[src/rtl/hunter_pkg.sv]
// hunter_pkg: shared FSM states, command constants and cmd-to-payload mapping.
// Macro HUNTER_FRAME_REPEAT_EN adds the GAP state used between repeated frames.
package hunter_pkg;

   localparam logic [2:0] CMD_MAX      = 3'd4;
   localparam int         PAYLOAD_BITS = 7;

`ifdef HUNTER_FRAME_REPEAT_EN
   typedef enum logic [1:0] {IDLE = 2'd0, FRAME = 2'd1, GAP = 2'd2, FINISH = 2'd3} state_t;
`else
   typedef enum logic [1:0] {IDLE = 2'd0, FRAME = 2'd1, FINISH = 2'd3} state_t;
`endif

   function automatic logic [PAYLOAD_BITS-1:0] cmd_to_payload(input logic [2:0] c);
      return (c == 3'd0) ? 7'b1001111 :
             (c == 3'd1) ? 7'b1000111 :
             (c == 3'd2) ? 7'b0100111 :
             (c == 3'd3) ? 7'b0010111 :
             (c == 3'd4) ? 7'b0001111 : 7'b0000000;
   endfunction

endpackage

[src/rtl/phase_tick_gen.sv]
// phase_tick_gen: one-cycle tick on the last cycle of every DIV-cycle phase, realigned by restart.
module phase_tick_gen #(
   parameter int DIV = 2048
) (
   input  logic ref_clk,
   input  logic reset_n,
   input  logic restart,
   output logic tick
);

   localparam int             CW   = $clog2(DIV);
   localparam logic [CW-1:0] LAST = CW'(DIV - 1);

   logic [CW-1:0] r_cnt;

   assign tick = (r_cnt == LAST);

   // free-running phase counter; restart puts the next cycle at the start of a phase
   always_ff @(posedge ref_clk or negedge reset_n) begin
      if (!reset_n) r_cnt <= '0;
      else          r_cnt <= (restart || tick) ? '0 : r_cnt + 1'b1;
   end

endmodule

[src/rtl/hunter_frame_encoder.sv]
// hunter_frame_encoder: OOK frame encoder (0 / data / 1 phases per symbol).
// Macro HUNTER_FRAME_REPEAT_EN: send REPEATS frames separated by GAP_PHASES low phases;
// without it exactly one frame is sent and REPEATS/GAP_PHASES have no effect.
module hunter_frame_encoder
   import hunter_pkg::*;
#(
   parameter int DIV           = 2048,
   parameter int ID_WIDTH      = 4,
   parameter int PAYLOAD_WIDTH = 7,
   parameter int LEAD_SYMS     = 2,
   parameter int REPEATS       = 3,
   parameter int GAP_PHASES    = 30
) (
   input  logic                ref_clk,
   input  logic                reset_n,
   input  logic [ID_WIDTH-1:0] id,
   input  logic [2:0]          cmd,
   input  logic                start,
   input  logic                abort,
   output logic                out,
   output logic                busy,
   output logic                done,
   output logic                cmd_err
);

   localparam int             NSYM     = LEAD_SYMS + ID_WIDTH + PAYLOAD_WIDTH;
   localparam int             SW       = $clog2(NSYM + 1);
   localparam logic [SW-1:0] LAST_SYM = SW'(NSYM - 1);

   state_t          r_state, w_state_nxt;
   logic [1:0]      r_ph;
   logic [SW-1:0]   r_sym;
   logic [NSYM-1:0] r_bits;
   logic            r_abort;
   logic            r_cmd_err;
   logic            w_tick, w_accept, w_abort_req, w_frame_end;
   logic [NSYM-1:0] w_frame_in;

   assign w_frame_in  = {PAYLOAD_WIDTH'(cmd_to_payload(cmd)), id, {LEAD_SYMS{1'b0}}};
   assign w_accept    = (r_state == IDLE) && start && (cmd <= CMD_MAX);
   assign w_abort_req = abort || r_abort;
   assign w_frame_end = w_tick && (r_ph == 2'd2) && (r_sym == LAST_SYM);
   assign cmd_err     = r_cmd_err;

   phase_tick_gen #(.DIV(DIV)) u_tick (
      .ref_clk (ref_clk),
      .reset_n (reset_n),
      .restart (w_accept),
      .tick    (w_tick)
   );

`ifdef HUNTER_FRAME_REPEAT_EN
   localparam int             FW       = $clog2(REPEATS + 1);
   localparam int             GW       = $clog2(GAP_PHASES + 1);
   localparam logic [FW-1:0] LAST_FRM = FW'(REPEATS - 1);
   localparam logic [GW-1:0] LAST_GAP = GW'(GAP_PHASES - 1);

   logic [FW-1:0]   r_frm;
   logic [GW-1:0]   r_gap;
   logic [NSYM-1:0] r_frame;

   // count completed frames and gap phases; r_frame reloads the shifter for each repeat
   always_ff @(posedge ref_clk or negedge reset_n) begin
      if (!reset_n) begin
         r_frm   <= '0;
         r_gap   <= '0;
         r_frame <= '0;
      end else begin
         if (w_accept) r_frame <= w_frame_in;
         r_frm <= (r_state == IDLE) ? '0 :
                  (r_state == FRAME && w_frame_end && !w_abort_req && r_frm != LAST_FRM) ? r_frm + 1'b1 : r_frm;
         r_gap <= (r_state != GAP) ? '0 : w_tick ? r_gap + 1'b1 : r_gap;
      end
   end
`else
   logic [31:0] w_cfg_unused;
   assign w_cfg_unused = REPEATS ^ GAP_PHASES;
`endif

   // state register
   always_ff @(posedge ref_clk or negedge reset_n) begin
      if (!reset_n) r_state <= IDLE;
      else          r_state <= w_state_nxt;
   end

   // next state and line outputs; abort only takes effect on a phase boundary
   always_comb begin
      w_state_nxt = r_state;
      out         = 1'b0;
      busy        = (r_state != IDLE);
      done        = (r_state == FINISH);
      if (r_state == FRAME) out = (r_ph == 2'd2) | ((r_ph == 2'd1) & r_bits[0]);
      case (r_state)
         IDLE:    w_state_nxt = w_accept ? FRAME : IDLE;
`ifdef HUNTER_FRAME_REPEAT_EN
         FRAME:   w_state_nxt = (w_tick && w_abort_req) ? FINISH :
                                w_frame_end ? ((r_frm == LAST_FRM) ? FINISH : GAP) : FRAME;
         GAP:     w_state_nxt = !w_tick ? GAP : w_abort_req ? FINISH : (r_gap == LAST_GAP) ? FRAME : GAP;
`else
         FRAME:   w_state_nxt = ((w_tick && w_abort_req) || w_frame_end) ? FINISH : FRAME;
`endif
         FINISH:  w_state_nxt = IDLE;
         default: w_state_nxt = IDLE;
      endcase
   end

   // phase/symbol counters, data shifter, pending abort and invalid-command pulse
   always_ff @(posedge ref_clk or negedge reset_n) begin
      if (!reset_n) begin
         r_ph      <= '0;
         r_sym     <= '0;
         r_bits    <= '0;
         r_abort   <= 1'b0;
         r_cmd_err <= 1'b0;
      end else begin
         r_cmd_err <= (r_state == IDLE) && start && (cmd > CMD_MAX);
         r_abort   <= (r_state != IDLE) && (r_state != FINISH) && !w_tick && w_abort_req;
         if (r_state == FRAME && w_tick) begin
            r_ph <= (r_ph == 2'd2) ? 2'd0 : r_ph + 1'b1;
            if (r_ph == 2'd2) r_sym <= (r_sym == LAST_SYM) ? '0 : r_sym + 1'b1;
         end else if (r_state != FRAME) begin
            r_ph  <= '0;
            r_sym <= '0;
         end
         if (w_accept) r_bits <= w_frame_in;
         else if (r_state == FRAME && w_tick && r_ph == 2'd2) r_bits <= r_bits >> 1;
`ifdef HUNTER_FRAME_REPEAT_EN
         else if (r_state == GAP) r_bits <= r_frame;
`endif
      end
   end

endmodule

[config.mk]
export PLATFORM = sky130hd
export DESIGN_NAME = hunter_frame_encoder
export DESIGN_NICKNAME = d
export VERILOG_FILES = /design/src/rtl/hunter_pkg.sv /design/src/rtl/phase_tick_gen.sv /design/src/rtl/hunter_frame_encoder.sv
export SDC_FILE = /design/constraint.sdc
export NUM_CORES = 1
export LEC_CHECK = 0
export BUFFER_PORTS_ARGS = -buffer_cell sky130_fd_sc_hd__buf_2
export CAP_MARGIN = 20
export CORE_MARGIN = 2
export CORE_UTILIZATION = 45
export CTS_BUF_LIST = sky130_fd_sc_hd__clkbuf_4 sky130_fd_sc_hd__clkbuf_8
export DETAILED_ROUTE_END_ITERATION = 8
export MAX_ROUTING_LAYER = met4
export PLACE_DENSITY = 0.71
export REMOVE_ABC_BUFFERS = 1
export SYNTH_ARGS = -nofsm -noshare
export SYNTH_HDL_FRONTEND = slang
export SYNTH_SLANG_ARGS = --single-unit
[constraint.sdc]
create_clock -name ref_clk -period 3.15 [get_ports ref_clk]
set_input_delay 0.1575 -clock ref_clk [delete_from_list [all_inputs] [get_ports ref_clk]]
set_output_delay 0.1575 -clock ref_clk [all_outputs]
set_load 0.02 [all_outputs]
==> results.txt <==
Setup Total Neg Slack: 0 ps
Die area: 4230 um^2
DIE HEIGHT: 65.04 um
Commonest cells after routing, fill and taps aside: 34 x dfrtp_1, 28 x nand2_1, 20 x nand3_1, 14 x nor2_1, 14 x buf_2
RSZ-0062 raised after global routing: false
Fin Clk Skew: 8.115 ps
Clk_lat worst skew: 290 ps
Worst vdd ir: 0.3931 mV
Pleak: 0.8649 nW
Ant. Diodes: 0
Sequential fraction of the synthesis area: 50.75%
Seq cells post-synth: 34
Filler cells: 336
Largest net degree at the start of global routing: 35
Async SR Flop Fraction: 100.0%
Worst reg2reg path startpoint: r_state[1]
Min-delay worst type: in -> reg
Syn avg cell area: 9.526 um^2
Clock Path Buffers: 2
CTS tree: done
Drt total wl: 3223 um
Post-synth EDFFs: 0
Grt ovf: 0
GPL Wtd Cong: 0.7804
# Max-Cap Violations: 0
Final Hold Fails: 0
WP data arrival: 2570 ps
Ports: 15
Layout cell share with drive strength beyond 1: 13.47%
First-pass GRT wire length: 5540 um
Pwr/cell area: 656.2 nW/um^2
Core area: 3633 um^2
Outcome: finished, final reports clean
Cells after Synth: 176
Total power: 1.253 mW
Synth cell types: 39
Fmax: 426.8 MHz
DP HPWL: 2208 um
Reg clk slew, reported paths: 70 ps
Vias per inst: 5.568
Critical Path Fanout Max: 17
Worst flop-to-flop path endpoint: r_sym[3]
DRT antenna net count: 0
Worst slew pin tran: 740.2 ps
# setup viols final: 0
Starting DRT DRC Count: 60
Warning count from the yosys run: 0
Drt drc: 0
I/O Buffers: 14
Path depth of the worst reg2reg path: 6
Drt pass-1 iters: 6
Crit path launch: r_state[1]
Commonest non-fill, non-tap cell in the layout: dfrtp_1
CP endpoint kind: register
CTS Buf Count: 5
Post-Syn Area: 1677 um^2
Initial antenna violation count: 0
Main synth FF type: dfrtp_1
Post-DR wirelength/cell: 13.37 um
Clock Sinks: 34
Setup bufs post-CTS: 0
Crit path kind: reg -> reg
Clock root buffer: clkbuf_8
Vias: 1342
WP data required: 3380 ps
GRT Resource Usage Total: 17.69%
Critical path endpoint: r_sym[3]
Die Wd: 65.04 um
Slew HR: 50.66%
Clock period minus worst slack: 2343 ps
Area grow syn2layout: 13.88%
Reg2reg setup slack: 810 ps
Vias in the first global route: 1299
Period utilization: 74.37%
Post-CTS Resized: 0
# rows: 22
Final nets: 209
H-tree levels: 2
Critical Path Start Type: register
Slew Viols, Final: 0
Initial Util: 46.14%
Cts hold-fix bufs: 1
[Yosys cell counts (2+ instances only)]
master / number / area (um^2)
nand3_1: 20 / 100.1
nor3_1: 3 / 15.01
nand2_1: 28 / 105.1
inv_1: 7 / 26.28
dfrtp_1: 34 / 850.8
xnor2_1: 6 / 52.55
ha_1: 6 / 75.07
or4_1: 2 / 15.01
nand2b_1: 2 / 12.51
o211ai_1: 2 / 15.01
a31oi_1: 4 / 25.02
o21ai_0: 3 / 15.01
clkbuf_1: 5 / 18.77
nor2_1: 14 / 52.55
nor2b_1: 4 / 25.02
or3_1: 4 / 25.02
mux2i_1: 2 / 20.02
nand4_1: 3 / 18.77
a21oi_1: 6 / 30.03
buf_2: 2 / 10.01
[cells by family after synthesis]
family | synth area share, %
AND/OR/NAND/NOR | 26.49
flip-flops | 50.75
adder cells (fa/ha/maj) | 4.477
buffers and inverters | 3.284
AO/OA/AOI/OAI | 10.15
XOR/XNOR | 3.657
multiplexers | 1.194
[worst max-delay path, stage by stage (launching register included)]
cell	delay (ps)
dfrtp_1	390
inv_1	80
ha_1	340
nand4_1	180
or4_1	730
or3_1	470
nand3_1	90
[worst min path at each step]
stage / depth (start not counted) / start / slack (ps) / to
2_1_floorplan: 0 / reset_n / -140 / cmd_err
3_3_place_gp: 1 / reset_n / 260 / u_tick.r_cnt[5]
3_5_place_dp: 1 / reset_n / 280 / u_tick.r_cnt[4]
4_1_cts: 3 / id[1] / 60 / r_bits[3]
5_1_grt: 3 / id[1] / 70 / r_bits[3]
6_report: 3 / id[1] / 60 / r_bits[3]
[registers in the layout (all words and copies together) (netlist names)]
register / flops
cmd_err: 1
r_abort: 1
r_bits: 13
r_ph: 2
r_state: 2
r_sym: 4
u_tick.r_cnt: 11
[area by class of cell]
class / instances / area, um^2 / area share, %
sequential: 34 / 850.8 / 44.56
multi-input combinational: 128 / 770.7 / 40.37
timing repair buffer: 16 / 87.58 / 4.587
clock buffer: 7 / 83.83 / 4.391
tap: 48 / 60.06 / 3.145
clock inverter: 1 / 30.03 / 1.573
inverter: 7 / 26.28 / 1.376
[per-layer routing]
layer | track usage [%] | routed length, um | vias up
met2 | 28.22 | 1551 | 30
met1 | 20.74 | 1477 | 659
li1 | - | - | 645
met4 | 8.073 | 55 | 0
met3 | 5.208 | 138 | 8
met5 | - | 0 | -
[stage by stage]
step | utilization (%) | worst slack [ps] | hold WS (ps) | std cells | instance area (um^2)
2_1_floorplan | - | 1154 | -138.1 | 169 | 1648
3_3_place_gp | 49.14 | 954.9 | 260.0 | 232 | 1785
3_5_place_dp | 49.14 | 858.6 | 275.7 | 232 | 1785
4_1_cts | 52.55 | 827.1 | 61.31 | 241 | 1909
5_1_grt | 52.55 | 692.8 | 70.44 | 241 | 1909
6_report | 52.55 | 807.2 | 62.10 | 241 | 1909
[where the power goes]
part | switching, mW | total [mW] | internal, mW | leakage [nW]
combinational | 0.116 | 0.225 | 0.109 | 0.389
sequential | 0.0817 | 0.616 | 0.534 | 0.416
clock | 0.158 | 0.412 | 0.254 | 0.0593
total | 0.356 | 1.25 | 0.897 | 0.865
Power figures use the tool's default switching activity.
